### src/rtl/serial_frame_pkg.sv
// Shared encodings and line-level constants for the serial frame receiver.
package serial_frame_pkg;
    localparam logic [1:0] ST_IDLE   = 2'd0;
    localparam logic [1:0] ST_DATA   = 2'd1;
    localparam logic [1:0] ST_PARITY = 2'd2;
    localparam logic [1:0] ST_STOP   = 2'd3;

    typedef enum logic [1:0] {
        IDLE   = ST_IDLE,
        DATA   = ST_DATA,
        PARITY = ST_PARITY,
        STOP   = ST_STOP
    } state_e;

    localparam logic START_BIT = 1'b0;
    localparam logic STOP_BIT  = 1'b1;
    localparam logic IDLE_LVL  = 1'b1;
endpackage

### src/rtl/serial_frame_rx_sipo.sv
// N-bit serial-in/parallel-out shifter (LSB arrives first, ends at bit 0).
// With PARITY_CHK_EN defined it also keeps a running XOR of the shifted bits.
module serial_frame_rx_sipo #(
    parameter int N = 8
) (
    input  logic         clk,
    input  logic         rst,
    input  logic         clr,
    input  logic         shift_en,
    input  logic         s_in,
    output logic [N-1:0] data
`ifdef PARITY_CHK_EN
    ,
    output logic         par
`endif
);
    logic [N-1:0] data_q, data_d;

    always_comb begin
        data_d = data_q;
        if (clr)
            data_d = '0;
        else if (shift_en)
            data_d = {s_in, data_q[N-1:1]};
    end

    always_ff @(posedge clk or posedge rst) begin
        if (rst) data_q <= '0;
        else     data_q <= data_d;
    end

    assign data = data_q;

`ifdef PARITY_CHK_EN
    logic par_q, par_d;

    always_comb begin
        par_d = par_q;
        if (clr)
            par_d = 1'b0;
        else if (shift_en)
            par_d = par_q ^ s_in;
    end

    always_ff @(posedge clk or posedge rst) begin
        if (rst) par_q <= 1'b0;
        else     par_q <= par_d;
    end

    assign par = par_q;
`endif
endmodule

### src/rtl/serial_frame_rx.sv
// Framed serial receiver: start(0), N data bits LSB-first, [even parity], stop(1).
// Define PARITY_CHK_EN to expect and check the parity bit.
module serial_frame_rx
    import serial_frame_pkg::*;
#(
    parameter int N     = 8,
    parameter int CNT_W = 4
) (
    input  logic         clk,
    input  logic         reset,
    input  logic         s_in,
    output logic [N-1:0] data_out,
    output logic         data_valid,
    output logic         frame_err,
    output logic         parity_err,
    output logic         busy
);
    state_e             state_q, state_d;
    logic [CNT_W-1:0]   cnt_q, cnt_d;
    logic [N-1:0]       data_out_q, data_out_d;
    logic               data_valid_q, data_valid_d;
    logic               frame_err_q, frame_err_d;
    logic               parity_err_q, parity_err_d;
    logic               busy_q, busy_d;
    logic               shift_en, clr, par_fault;
    logic [N-1:0]       shreg;

`ifdef PARITY_CHK_EN
    logic run_par, rx_par_q, rx_par_d;

    serial_frame_rx_sipo #(.N(N)) u_sipo (
        .clk(clk), .rst(reset), .clr(clr), .shift_en(shift_en),
        .s_in(s_in), .data(shreg), .par(run_par)
    );

    // Even parity: the received bit must equal the XOR of the data bits.
    assign par_fault = rx_par_q ^ run_par;

    always_ff @(posedge clk or posedge reset) begin
        if (reset) rx_par_q <= 1'b0;
        else       rx_par_q <= rx_par_d;
    end
`else
    serial_frame_rx_sipo #(.N(N)) u_sipo (
        .clk(clk), .rst(reset), .clr(clr), .shift_en(shift_en),
        .s_in(s_in), .data(shreg)
    );

    assign par_fault = 1'b0;
`endif

    always_comb begin
        state_d      = state_q;
        cnt_d        = cnt_q;
        data_out_d   = data_out_q;
        data_valid_d = 1'b0;
        frame_err_d  = 1'b0;
        parity_err_d = 1'b0;
        shift_en     = 1'b0;
        clr          = 1'b0;
`ifdef PARITY_CHK_EN
        rx_par_d     = rx_par_q;
`endif
        case (state_q)
            IDLE: begin
                if (s_in == START_BIT) begin
                    state_d = DATA;
                    cnt_d   = '0;
                    clr     = 1'b1;
                end
            end
            DATA: begin
                shift_en = 1'b1;
                cnt_d    = cnt_q + CNT_W'(1);
                if (cnt_q == CNT_W'(N - 1)) begin
                    cnt_d = '0;
`ifdef PARITY_CHK_EN
                    state_d = PARITY;
`else
                    state_d = STOP;
`endif
                end
            end
`ifdef PARITY_CHK_EN
            PARITY: begin
                rx_par_d = s_in;
                state_d  = STOP;
            end
`endif
            STOP: begin
                // A low stop bit only flags an error; it never starts a new frame.
                if (s_in == STOP_BIT && !par_fault) begin
                    data_out_d   = shreg;
                    data_valid_d = 1'b1;
                end else begin
                    frame_err_d  = (s_in != STOP_BIT);
                    parity_err_d = par_fault;
                end
                state_d = IDLE;
            end
            default: state_d = IDLE;
        endcase
        busy_d = (state_d != IDLE);
    end

    always_ff @(posedge clk or posedge reset) begin
        if (reset) begin
            state_q      <= IDLE;
            cnt_q        <= '0;
            data_out_q   <= '0;
            data_valid_q <= 1'b0;
            frame_err_q  <= 1'b0;
            parity_err_q <= 1'b0;
            busy_q       <= 1'b0;
        end else begin
            state_q      <= state_d;
            cnt_q        <= cnt_d;
            data_out_q   <= data_out_d;
            data_valid_q <= data_valid_d;
            frame_err_q  <= frame_err_d;
            parity_err_q <= parity_err_d;
            busy_q       <= busy_d;
        end
    end

    assign data_out   = data_out_q;
    assign data_valid = data_valid_q;
    assign frame_err  = frame_err_q;
    assign parity_err = parity_err_q;
    assign busy       = busy_q;
endmodule

### config.mk
export PLATFORM = sky130hd
export DESIGN_NAME = serial_frame_rx
export DESIGN_NICKNAME = d
export VERILOG_FILES = /design/src/rtl/serial_frame_pkg.sv /design/src/rtl/serial_frame_rx_sipo.sv /design/src/rtl/serial_frame_rx.sv
export SDC_FILE = /design/constraint.sdc
export NUM_CORES = 1
export LEC_CHECK = 0
export ABC_AREA = 1
export BUFFER_PORTS_ARGS = -buffer_cell sky130_fd_sc_hd__buf_2
export CAP_MARGIN = 20
export CORE_ASPECT_RATIO = 0.7
export CORE_MARGIN = 4
export CORE_UTILIZATION = 35
export CTS_CLUSTER_SIZE = 12
export DETAILED_ROUTE_END_ITERATION = 7
export GPL_TIMING_DRIVEN = 0
export PLACE_DENSITY_LB_ADDON = 0.05
export SYNTH_ARGS = -nofsm -noshare
export SYNTH_HDL_FRONTEND = slang
export SYNTH_HIERARCHICAL = 1
export SYNTH_SLANG_ARGS = --single-unit
export TNS_END_PERCENT = 30
### constraint.sdc
create_clock -name clk -period 2.6 [get_ports clk]
set_clock_uncertainty 0.2 [all_clocks]
set_input_delay 0.52 -clock clk [delete_from_list [all_inputs] [get_ports clk]]
set_output_delay 0.52 -clock clk [all_outputs]
set_load 0.05 [all_outputs]
==> results of run 1 <==
==> state kept, by name (all words and copies together), names as in the netlist <==
signal and count:
data_out 8, u_sipo/data 8, cnt_q 4, state_q 2, busy 1, data_valid 1
frame_err 1
==> critical path, stage by stage (launching register included) <==
cell and delay [ps]:
dfrtp_1 460, nor3_1 630, inv_2 200, nand3_1 130, nand2_1 50
==> worst max-delay path by stage <==
stage	start	end	depth (start not counted)
after floorplan	s_in	u_sipo/data[0]$_DFFE_PP0P_	4
after global placement	s_in	u_sipo/data[3]$_DFFE_PP0P_	5
after detailed placement	s_in	u_sipo/data[6]$_DFFE_PP0P_	5
after CTS	state_q[1]$_DFF_PP0_	u_sipo/data[5]$_DFFE_PP0P_	4
after global routing	state_q[1]$_DFF_PP0_	u_sipo/data[0]$_DFFE_PP0P_	4
final	state_q[1]$_DFF_PP0_	u_sipo/data[5]$_DFFE_PP0P_	4
==> cells in the mapped netlist <==
cell / count
nand3_4: 1
inv_2: 4
buf_4: 1
a21oi_2: 1
nand4_1: 1
conb_1: 1
ha_1: 1
o21ai_0: 2
o21ai_1: 1
nor2_8: 1
clkinv_4: 1
buf_6: 1
a21oi_1: 1
nand3_1: 10
inv_1: 6
nor3_1: 3
nor2_1: 2
dfrtp_1: 25
nand2_1: 50
==> final cells by class <==
cell class | instances | share of cell area [%]
Sequential cell | 25 | 51.8
Multi-Input combinational cell | 75 | 28.9
Timing Repair Buffer | 14 | 6.21
Inverter | 11 | 3.83
Tap cell | 36 | 3.73
Clock buffer | 3 | 3.42
Buffer | 2 | 1.55
Clock inverter | 1 | 0.621
==> metrics by stage <==
stage,utilization [%],hold WS [ps]
4_1_cts,42.8,285
5_1_grt,42.8,299
3_5_place_dp,40.7,260
6_report,42.8,278
3_3_place_gp,40.7,258
2_1_floorplan,-,136
==> kinds of logic (layout without fill, tap and decap cells) <==
family	count (synthesis)	in the layout	share of synthesized area (%)
AOI/OAI and AO/OA	5	5	2.77
adders and majority gates	1	1	1.20
buffers and inverters	13	31	6.26
DFF	25	25	60.2
other	1	1	0.361
and+or+nand+nor	68	68	29.2
==> per-layer routing <==
layer | wire, µm | track usage (%) | vias to the layer above
li1 | - | - | 388
met1 | 1060 | 16.8 | 345
met2 | 790 | 16.8 | 14
met3 | 121 | 4.66 | 2
met4 | 8 | 2.76 | 0
met5 | 0 | 0 | -
==> report_power, final <==
part | switching (mW) | internal (mW)
combinational | 0.544 | 0.224
sequential | 0.128 | 0.557
clock | 0.125 | 0.109
==> timing repair <==
action | in CTS | in global routing
hold buffers | 1 | 0
resized for setup | 0 | 0
hold endpoints to repair | 2 | 0
==> impl_table.tex, run 1 <==
\begin{tabular}{lr}
\hline
Metric & Value \\
\hline
\multicolumn{2}{l}{\textbf{Run status}} \\
Result of the run & finished, final reports clean \\
\multicolumn{2}{l}{\textbf{Worst setup path}} \\
R2R Path Start & state\_q[1]\$\_DFF\_PP0\_ \\
Kind of end point of the critical path & flop \\
Critical setup path kind & flop to flop \\
Worst r2r path cells & 4 \\
Critical path data required time & 2560 ps \\
Critical Path Source Type & flop \\
Endpoint arrival time on the critical path & approximately 1800 ps \\
Setup slack on the worst flop-to-flop path & 810 ps \\
Endpoint of the worst-slack reg-to-reg timing path & u\_sipo/data[5]\$\_DFFE\_PP0P\_ \\
Maximum fanout along the worst path & 8 \\
\multicolumn{2}{l}{\textbf{Synthesis}} \\
Total of warnings raised by yosys & 6 \\
Cell type with the largest total area after synthesis & dfrtp\_1 \\
Post-synthesis cell type count & 19 \\
Synth Cell Area & just over 0.001 mm² \\
Synth top area share & 60.2\% \\
Portion of the post-synthesis area used by sequential elements & 60.2\% \\
Synth area leaders & dfrtp\_1, nand2\_1, nand3\_1 \\
Post-Synthesis Mean Instance Area & 9.20 µm² \\
Number of storage elements in the synthesis netlist & 25 \\
Net count of the mapped netlist & 117 \\
Synthesized instance count & about 110 \\
\multicolumn{2}{l}{\textbf{Drt}} \\
DRC violations left & 0 \\
Routed vias & 749 \\
DRT antenna net count & 0 \\
DRC marker count from the first detailed-route iteration & 34 \\
Via density & about 4.5 \\
Average wire per cell in the routed design & about 12 µm \\
Number of detailed-routing iterations run before antenna repair & 4 \\
Total detailed-routing wirelength & between 1.5 and 2 mm \\
\multicolumn{2}{l}{\textbf{Clocking}} \\
CTS Root Buffer Type & clkbuf\_8 \\
Clock insertion delay at the later pin of the skew report & roughly 270 ps \\
Clock Sink Count & 25 \\
TritonCTS clock tree & done \\
Deepest level of the CTS H-tree & 1 \\
Clock transition at the registers of the reported paths & around 90 ps \\
Clock buffers created by TritonCTS & 3 \\
Maximum clock insertion buffer count & 2 \\
Total setup buffers inserted after CTS & 0 \\
\multicolumn{2}{l}{\textbf{Worst hold path}} \\
Start point of the worst min-delay path & data\_out[3]\$\_DFFE\_PP0P\_ \\
Hold Path Stages & 2 \\
Min-Delay Path Class & flop to flop \\
Worst Hold Path EP & data\_out[3]\$\_DFFE\_PP0P\_ \\
\multicolumn{2}{l}{\textbf{Flow run}} \\
Max capacitance violation total & 0 \\
\multicolumn{2}{l}{\textbf{Placed design}} \\
Post-DP HPWL & 1.41 mm \\
Setup Slack @ Placement & 664 ps \\
Placed cell count & roughly 160 \\
Dpl cell area & around 0.0011 mm² \\
Routability congestion estimate from global placement & between 0.6 and 0.7 \\
Count of buffers from port buffering & 13 \\
\multicolumn{2}{l}{\textbf{GRT}} \\
First-pass GRT wire length & $\sim$3.4 mm \\
Vias in the first global route & 733 \\
Antenna violations before repair & 0 \\
Maximum number of pins on one net before global-route repair & 18 \\
Total overflow reported by the global router & 0 \\
Total GRT Usage & between 10\% and 20\% \\
\multicolumn{2}{l}{\textbf{Die}} \\
Horiz. Die Dim & 73.1 µm \\
Initial cell density of the core & between 30\% and 40\% \\
Row count & 16 \\
Boundary pin count & 15 \\
Die Height & $\sim$54 µm \\
Total Die Area & just under 0.004 mm² \\
CORE AREA & 0.00282 mm² \\
\multicolumn{2}{l}{\textbf{Timing}} \\
Final Setup Violations & 0 \\
Aggregate negative setup slack & 0 ps \\
Unrepaired setup endpoints after global routing & false \\
Slew headroom & 51.6\% \\
Number of failing hold endpoints at the final stage & 0 \\
Final setup margin & approximately 810 ps \\
Slew at the pin closest to its max-slew limit & 721 ps \\
Final slew viol count & 0 \\
Maximum operating frequency & about 0.56 GHz \\
Post-layout min period & about 1800 ps \\
Period Utilization, post-route & approximately 69\% \\
\multicolumn{2}{l}{\textbf{Finish}} \\
Top library cells by usage in the layout, fill and taps aside & nand2\_1, dfrtp\_1, buf\_2 \\
Filler Cell Count & approximately 280 \\
Area of combinational cells with multiple inputs & around 350 µm² \\
Most common cell after layout, fill and taps aside & nand2\_1 \\
Diodes inserted & 0 \\
Post-layout instance area & 0.00121 mm² \\
FF+latch area & $\sim$630 µm² \\
Layout Nets & between 100 and 150 \\
Post-route non-filler standard cell count & 167 \\
Fraction of final layout cells with drive strength greater than 1 & 20.6\% \\
Post-synthesis to final-layout area growth & 16.2\% \\
\multicolumn{2}{l}{\textbf{Power}} \\
Leakage & around 0.66 nW \\
Cell area power density & 1400 mW/mm² \\
Final total power & around 1.7 mW \\
Largest voltage drop on the vdd net & about 420 µV \\
\hline
\end{tabular}
No activity file was read; power rests on OpenSTA's default activity.
==> inputs of run 2 (changes only) <==
==> constraint.sdc (replaced) <==
create_clock -name clk -period 1.65 [get_ports clk]
set_clock_uncertainty 0.2 [all_clocks]
set_input_delay 0.33 -clock clk [delete_from_list [all_inputs] [get_ports clk]]
set_output_delay 0.33 -clock clk [all_outputs]
set_load 0.05 [all_outputs]
==> impl_table.tex, run 2 (same netlist as run 1, synthesis figures left out) <==
\begin{tabular}{lr}
\hline
Metric & Value \\
\hline
\multicolumn{2}{l}{\textbf{Run status}} \\
Result of the run & finished, final reports clean \\
\multicolumn{2}{l}{\textbf{Finish}} \\
Layout Nets & 136 (unchanged) \\
Filler Cell Count & 284 (+0.35\%) \\
Post-layout instance area & 0.00121 mm² (+0.41\%) \\
Diodes inserted & 0 (unchanged) \\
Post-synthesis to final-layout area growth & 16.7\% \\
Post-route non-filler standard cell count & 167 (unchanged) \\
Top library cells by usage in the layout, fill and taps aside & nand2\_1, dfrtp\_1, buf\_2 \\
Fraction of final layout cells with drive strength greater than 1 & 21.4\% (+0.76 points) \\
Most common cell after layout, fill and taps aside & nand2\_1 \\
\multicolumn{2}{l}{\textbf{Timing}} \\
Final Setup Violations & 0 (unchanged) \\
Number of failing hold endpoints at the final stage & 0 (unchanged) \\
Post-layout min period & 1540 ps (-247 ps) \\
Final slew viol count & 0 (unchanged) \\
Slew headroom & 54.8\% (+3.2 points) \\
Unrepaired setup endpoints after global routing & false \\
Aggregate negative setup slack & 0 ps (unchanged) \\
Slew at the pin closest to its max-slew limit & 678 ps (-43.0 ps) \\
Final setup margin & 111 ps (-703 ps) \\
Final worst hold slack & 157 ps (-121 ps) \\
Period Utilization, post-route & 93.3\% (+25 points) \\
Maximum operating frequency & 0.650 GHz (+16\%) \\
\multicolumn{2}{l}{\textbf{Worst setup path}} \\
Critical Path Stages & 4 (unchanged) \\
Kind of end point of the critical path & flop \\
Cell Chain, Critical Path & nor3\_2, inv\_2, nand3\_1, nand2\_1 \\
Critical setup path kind & flop to flop \\
Worst r2r path cells & 4 (unchanged) \\
Kind of cell adding the most delay to the critical path & simple AND/OR/NAND/NOR gates \\
Largest stage delay on the critical path & 470 ps (-160 ps) \\
Critical path data required time & 1610 ps (-950 ps) \\
Maximum fanout along the worst path & 8 (unchanged) \\
Critical Path Source Type & flop \\
Buffers \& Inverters on Critical Path & 1 (unchanged) \\
Endpoint arrival time on the critical path & 1500 ps (-250 ps) \\
Slowest stage cell, crit path & dfrtp\_1 \\
\multicolumn{2}{l}{\textbf{Clocking}} \\
CTS Root Buffer Type & clkbuf\_8 \\
TritonCTS clock tree & done \\
Clock buffers created by TritonCTS & 3 (unchanged) \\
Clock insertion delay at the later pin of the skew report & 270 ps (about the same) \\
Clock transition at the registers of the reported paths & 90 ps (about the same) \\
Clock Sink Count & 25 (unchanged) \\
Maximum clock insertion buffer count & 2 (unchanged) \\
Total setup buffers inserted after CTS & 0 (unchanged) \\
Deepest level of the CTS H-tree & 1 (unchanged) \\
\multicolumn{2}{l}{\textbf{Drt}} \\
Routed vias & 755 (+0.80\%) \\
DRT antenna net count & 0 (unchanged) \\
DRC violations left & 0 (unchanged) \\
Average wire per cell in the routed design & 11.9 µm (+0.15\%) \\
DRC marker count from the first detailed-route iteration & 34 (unchanged) \\
Total detailed-routing wirelength & 1.98 mm (+0.15\%) \\
Via density & 4.52 (+0.80\%) \\
Number of detailed-routing iterations run before antenna repair & 4 (unchanged) \\
\multicolumn{2}{l}{\textbf{GRT}} \\
Total GRT Usage & 11.8\% (unchanged) \\
Total overflow reported by the global router & 0 (unchanged) \\
Maximum number of pins on one net before global-route repair & 18 (unchanged) \\
First-pass GRT wire length & 3.41 mm (unchanged) \\
Vias in the first global route & 733 (unchanged) \\
Antenna violations before repair & 0 (unchanged) \\
\multicolumn{2}{l}{\textbf{Flow run}} \\
Max capacitance violation total & 0 (unchanged) \\
\multicolumn{2}{l}{\textbf{Die}} \\
Boundary pin count & 15 (unchanged) \\
Total Die Area & 0.00392 mm² (unchanged) \\
Horiz. Die Dim & 73.1 µm (unchanged) \\
CORE AREA & 0.00282 mm² (unchanged) \\
Initial cell density of the core & 36.8\% (unchanged) \\
Die Height & 53.6 µm (unchanged) \\
Row count & 16 (unchanged) \\
\multicolumn{2}{l}{\textbf{Power}} \\
Largest voltage drop on the vdd net & 657 µV (+58\%) \\
Cell area power density & 2200 mW/mm² (+57\%) \\
Leakage & 0.662 nW (+0.14\%) \\
\multicolumn{2}{l}{\textbf{Placed design}} \\
Post-DP HPWL & 1.41 mm (unchanged) \\
Count of buffers from port buffering & 13 (unchanged) \\
Routability congestion estimate from global placement & 0.697 (unchanged) \\
Setup Slack @ Placement & -106 ps (-771 ps) \\
Placed cell count & 162 (unchanged) \\
Dpl cell area & 0.00115 mm² (unchanged) \\
\multicolumn{2}{l}{\textbf{Worst hold path}} \\
Hold Path Stages & 2 (unchanged) \\
Min-Delay Path Class & input port to flop \\
\hline
\end{tabular}
## run 2: cell types whose count changed in the layout (fill, tap and decap cells not counted)
| cell | previous run | this run |
|---|---|---|
| nor3_1 | 3 | 2 |
| nor3_2 | 0 | 1 |
## run 2: per-stage QoR
stage               util (%)  total power [mW]
finish                  43.0              2.67
detailed placement      40.7              2.31
global placement        40.7              2.29
CTS                     43.0              2.69
floorplan                  -              2.03
global route            43.0              2.89
## run 2: area by class of cell
cell class                 count  area (µm²)  area share (%)
buffer                         2        18.8            1.55
sequential                    25         626            51.5
tap                           36        45.0            3.71
clock inverter                 1        7.51           0.619
clock buffer                   3        41.3            3.40
timing repair buffer          14        75.1            6.19
multi-input combinational     75         354            29.2
inverter                      11        46.3            3.81
## run 2: layer usage
metal	GRT usage, %	vias up	wire length (µm)
met5	0	-	0
met2	16.8	14	796
met3	4.66	2	121
li1	-	389	-
met4	2.76	0	8
met1	16.8	350	1060
## run 2: worst reg2reg max path: cells and delay by family, from the launching register on
family                 cells  cell delay (ps)
buffers and inverters      1              160
DFF                        1              470
and+or+nand+nor            3              600
## run 2: power breakdown
part,internal (mW),switching [mW],total [mW]
Combinational,0.355,0.858,1.21
Clock,0.171,0.198,0.370
Sequential,0.878,0.205,1.08
## run 2: what timing repair did
action / 4_1_cts / 5_1_grt
hold buffers: 1 / 0
hold endpoints to repair: 25 / 0
resized for setup: 1 / 0
setup endpoints to repair: 8 / 0
## run 2: path summary, 6_finish.rpt
check                                              to                    start  slack (ps)
setup / recovery           u_sipo/data[5]$_DFFE_PP0P_     state_q[1]$_DFF_PP0_         110
hold reg to reg               data_out[3]$_DFFE_PP0P_  data_out[3]$_DFFE_PP0P_         280
hold / removal                         busy$_DFF_PP0_                     s_in         160
setup reg to reg           u_sipo/data[5]$_DFFE_PP0P_     state_q[1]$_DFF_PP0_         110
max in group asynchronous        cnt_q[0]$_DFFE_PP0P_                    reset         310
min in group asynchronous  u_sipo/data[6]$_DFFE_PP0P_                    reset         350
==> inputs of run 3 (changes only) <==
==> constraint.sdc (replaced) <==
create_clock -name clk -period 1.65 [get_ports clk]
set_clock_uncertainty 0.2 [all_clocks]
set_input_delay 0.165 -clock clk [delete_from_list [all_inputs] [get_ports clk]]
set_output_delay 0.165 -clock clk [all_outputs]
set_load 0.05 [all_outputs]
==> impl_table.tex, run 3 (same netlist as run 1, synthesis figures left out) <==
\begin{tabular}{lr}
\hline
Metric & Value \\
\hline
\multicolumn{2}{l}{\textbf{GRT}} \\
Antenna violations before repair & 0 (unchanged) \\
Global route hottest layer & met2 \\
Routing usage on met2 & 17.5\% (+0.74 points) \\
Maximum number of pins on one net before global-route repair & 18 (unchanged) \\
Vias in the first global route & 744 (+1.5\%) \\
First-pass GRT wire length & 3.41 mm (unchanged) \\
Total overflow reported by the global router & 0 (unchanged) \\
Met3 track demand over resource & 4.66\% (unchanged) \\
Global routing met1 resource utilization & 16.3\% (-0.58 points) \\
Total GRT Usage & 11.8\% (unchanged) \\
\multicolumn{2}{l}{\textbf{Timing}} \\
Slew headroom & 54.6\% (-0.17 points) \\
Number of failing hold endpoints at the final stage & 0 (unchanged) \\
Post-layout min period & 1480 ps (-61.7 ps) \\
Final Setup Violations & 0 (unchanged) \\
Maximum operating frequency & 0.677 GHz (+4.2\%) \\
Unrepaired setup endpoints after global routing & false \\
Period Utilization, post-route & 89.5\% (-3.7 points) \\
Final worst hold slack & 181 ps (+24.3 ps) \\
Slew at the pin closest to its max-slew limit & 680 ps (+2.58 ps) \\
Final slew viol count & 0 (unchanged) \\
\multicolumn{2}{l}{\textbf{Drt}} \\
Average wire per cell in the routed design & 11.9 µm (+0.66\%) \\
Routed vias & 762 (+0.93\%) \\
DRC violations left & 0 (unchanged) \\
DRC marker count from the first detailed-route iteration & 16 (-53\%) \\
Number of detailed-routing iterations run before antenna repair & 4 (unchanged) \\
DRT antenna net count & 0 (unchanged) \\
Via density & 4.54 (+0.33\%) \\
Total detailed-routing wirelength & 2.01 mm (+1.3\%) \\
\multicolumn{2}{l}{\textbf{Die}} \\
Initial cell density of the core & 36.8\% (unchanged) \\
Boundary pin count & 15 (unchanged) \\
Total Die Area & 0.00392 mm² (unchanged) \\
Horiz. Die Dim & 73.1 µm (unchanged) \\
Die Height & 53.6 µm (unchanged) \\
CORE AREA & 0.00282 mm² (unchanged) \\
Row count & 16 (unchanged) \\
\multicolumn{2}{l}{\textbf{Worst setup path}} \\
Largest stage delay on the critical path & 510 ps (+40 ps) \\
Maximum fanout along the worst path & 9 (+1) \\
Critical path data required time & 1660 ps (+50 ps) \\
Critical Path Source & state\_q[1]\$\_DFF\_PP0\_ \\
Slowest stage cell, crit path & dfrtp\_1 \\
Worst r2r path cells & 7 (+3) \\
Setup slack on the worst flop-to-flop path & 170 ps (+60 ps) \\
Kind of end point of the critical path & flop \\
Cell Chain, Critical Path & inv\_1, nand2\_1, inv\_2, buf\_6, nor2\_8, nand2\_1, nand2\_1 \\
R2R Path Start & state\_q[1]\$\_DFF\_PP0\_ \\
Critical Path Source Type & flop \\
Endpoint arrival time on the critical path & 1480 ps (-20 ps) \\
Most frequent CP cell & nand2\_1 \\
Critical setup path kind & flop to flop \\
\multicolumn{2}{l}{\textbf{Clocking}} \\
Total setup buffers inserted after CTS & 0 (unchanged) \\
Clock Sink Count & 25 (unchanged) \\
Maximum clock insertion buffer count & 2 (unchanged) \\
Clock buffers created by TritonCTS & 3 (unchanged) \\
CTS Root Buffer Type & clkbuf\_8 \\
TritonCTS clock tree & done \\
Clock insertion delay at the later pin of the skew report & 270 ps (about the same) \\
Clock transition at the registers of the reported paths & 90 ps (about the same) \\
Deepest level of the CTS H-tree & 1 (unchanged) \\
\multicolumn{2}{l}{\textbf{Placed design}} \\
Post-DP HPWL & 1.41 mm (unchanged) \\
Count of buffers from port buffering & 13 (unchanged) \\
Dpl cell area & 0.00115 mm² (unchanged) \\
Routability congestion estimate from global placement & 0.697 (unchanged) \\
\multicolumn{2}{l}{\textbf{Power}} \\
Part of the total power dissipated in combinational logic & 45.5\% (about the same) \\
Switching share of total power & 47.5\% (+0.14 points) \\
Leakage & 0.667 nW (+0.69\%) \\
Clock power share & 13.8\% (about the same) \\
Largest voltage drop on the vdd net & 659 µV (+0.20\%) \\
Cell area power density & 2180 mW/mm² (-0.73\%) \\
Power Internal & 1.41 mW (+0.33\%) \\
Sequential Power Share & 40.7\% (about the same) \\
Sw Pwr & 1.27 mW (+0.90\%) \\
\multicolumn{2}{l}{\textbf{Finish}} \\
Most common cell after layout, fill and taps aside & nand2\_1 \\
Fraction of final layout cells with drive strength greater than 1 & 21.2\% (-0.16 points) \\
Layout Utilization & 43.6\% (+0.58 points) \\
Post-synthesis to final-layout area growth & 18.3\% \\
Top library cells by usage in the layout, fill and taps aside & nand2\_1, dfrtp\_1, buf\_2 \\
Diodes inserted & 0 (unchanged) \\
Layout Nets & 137 (+0.74\%) \\
Post-layout instance area & 0.00123 mm² (+1.3\%) \\
\multicolumn{2}{l}{\textbf{Worst hold path}} \\
Min-Delay Path Class & input port to async pin \\
\multicolumn{2}{l}{\textbf{Run status}} \\
Result of the run & finished, final reports clean \\
\multicolumn{2}{l}{\textbf{Flow run}} \\
Max capacitance violation total & 0 (unchanged) \\
\hline
\end{tabular}
-- run 3: metrics by stage --
stage               power, mW  setup TNS (ps)  std cells  worst slack, ps
global placement         2.29            -683        162            -97.3
finish                   2.68               0        168              173
global route             2.90               0        168             34.2
CTS                      2.70               0        168             71.5
floorplan                2.03               0        113             33.4
detailed placement       2.31            -781        162             -106
-- run 3: power groups by stage --
stage | Sequential (mW) | Combinational (mW) | Clock, mW
after global routing | 1.12 | 1.37 | 0.402
after CTS | 1.08 | 1.23 | 0.384
after detailed placement | 1.09 | 1.22 | 0
after global placement | 1.09 | 1.20 | 0
after floorplan | 1.42 | 0.614 | 0
final | 1.09 | 1.22 | 0.370
-- run 3: timing repair --
item,in CTS,in global routing
hold buffers,2,0
gates cloned,0,0
endpoints found under the setup margin,8,3
gates resized for setup,1,1
hold endpoints to repair,27,0
-- run 3: path summary, 6_finish.rpt --
path | endpoint
max in group asynchronous | cnt_q[0]$_DFFE_PP0P_
max reg2reg | u_sipo/data[4]$_DFFE_PP0P_
min reg2reg | data_out[3]$_DFFE_PP0P_
min | u_sipo/data[6]$_DFFE_PP0P_
max | u_sipo/data[4]$_DFFE_PP0P_
min in group clk | data_out[3]$_DFFE_PP0P_
-- run 3: layout make-up --
cell class                      count  area [µm²]
Buffer                              2        18.8
Clock buffer                        3        41.3
Sequential cell                    25         626
Inverter                           11        46.3
Clock inverter                      1        7.51
Multi-Input combinational cell     75         360
Timing Repair Buffer               15        85.1
Tap cell                           36        45.0
Fill cell                         285        1590
-- run 3: worst max-delay path: cells and delay by family (launching register included) --
family | cells | cell delay, ps
DFF | 1 | 510
and+or+nand+nor | 4 | 390
buffers and inverters | 3 | 300
-- run 3: metal layers --
layer  vias to the layer above  part of all wire [%]
met5                         -                     0
met4                         0                  0.40
met3                         2                   6.0
met2                        14                    41
met1                       356                    53
li1                        390                     -
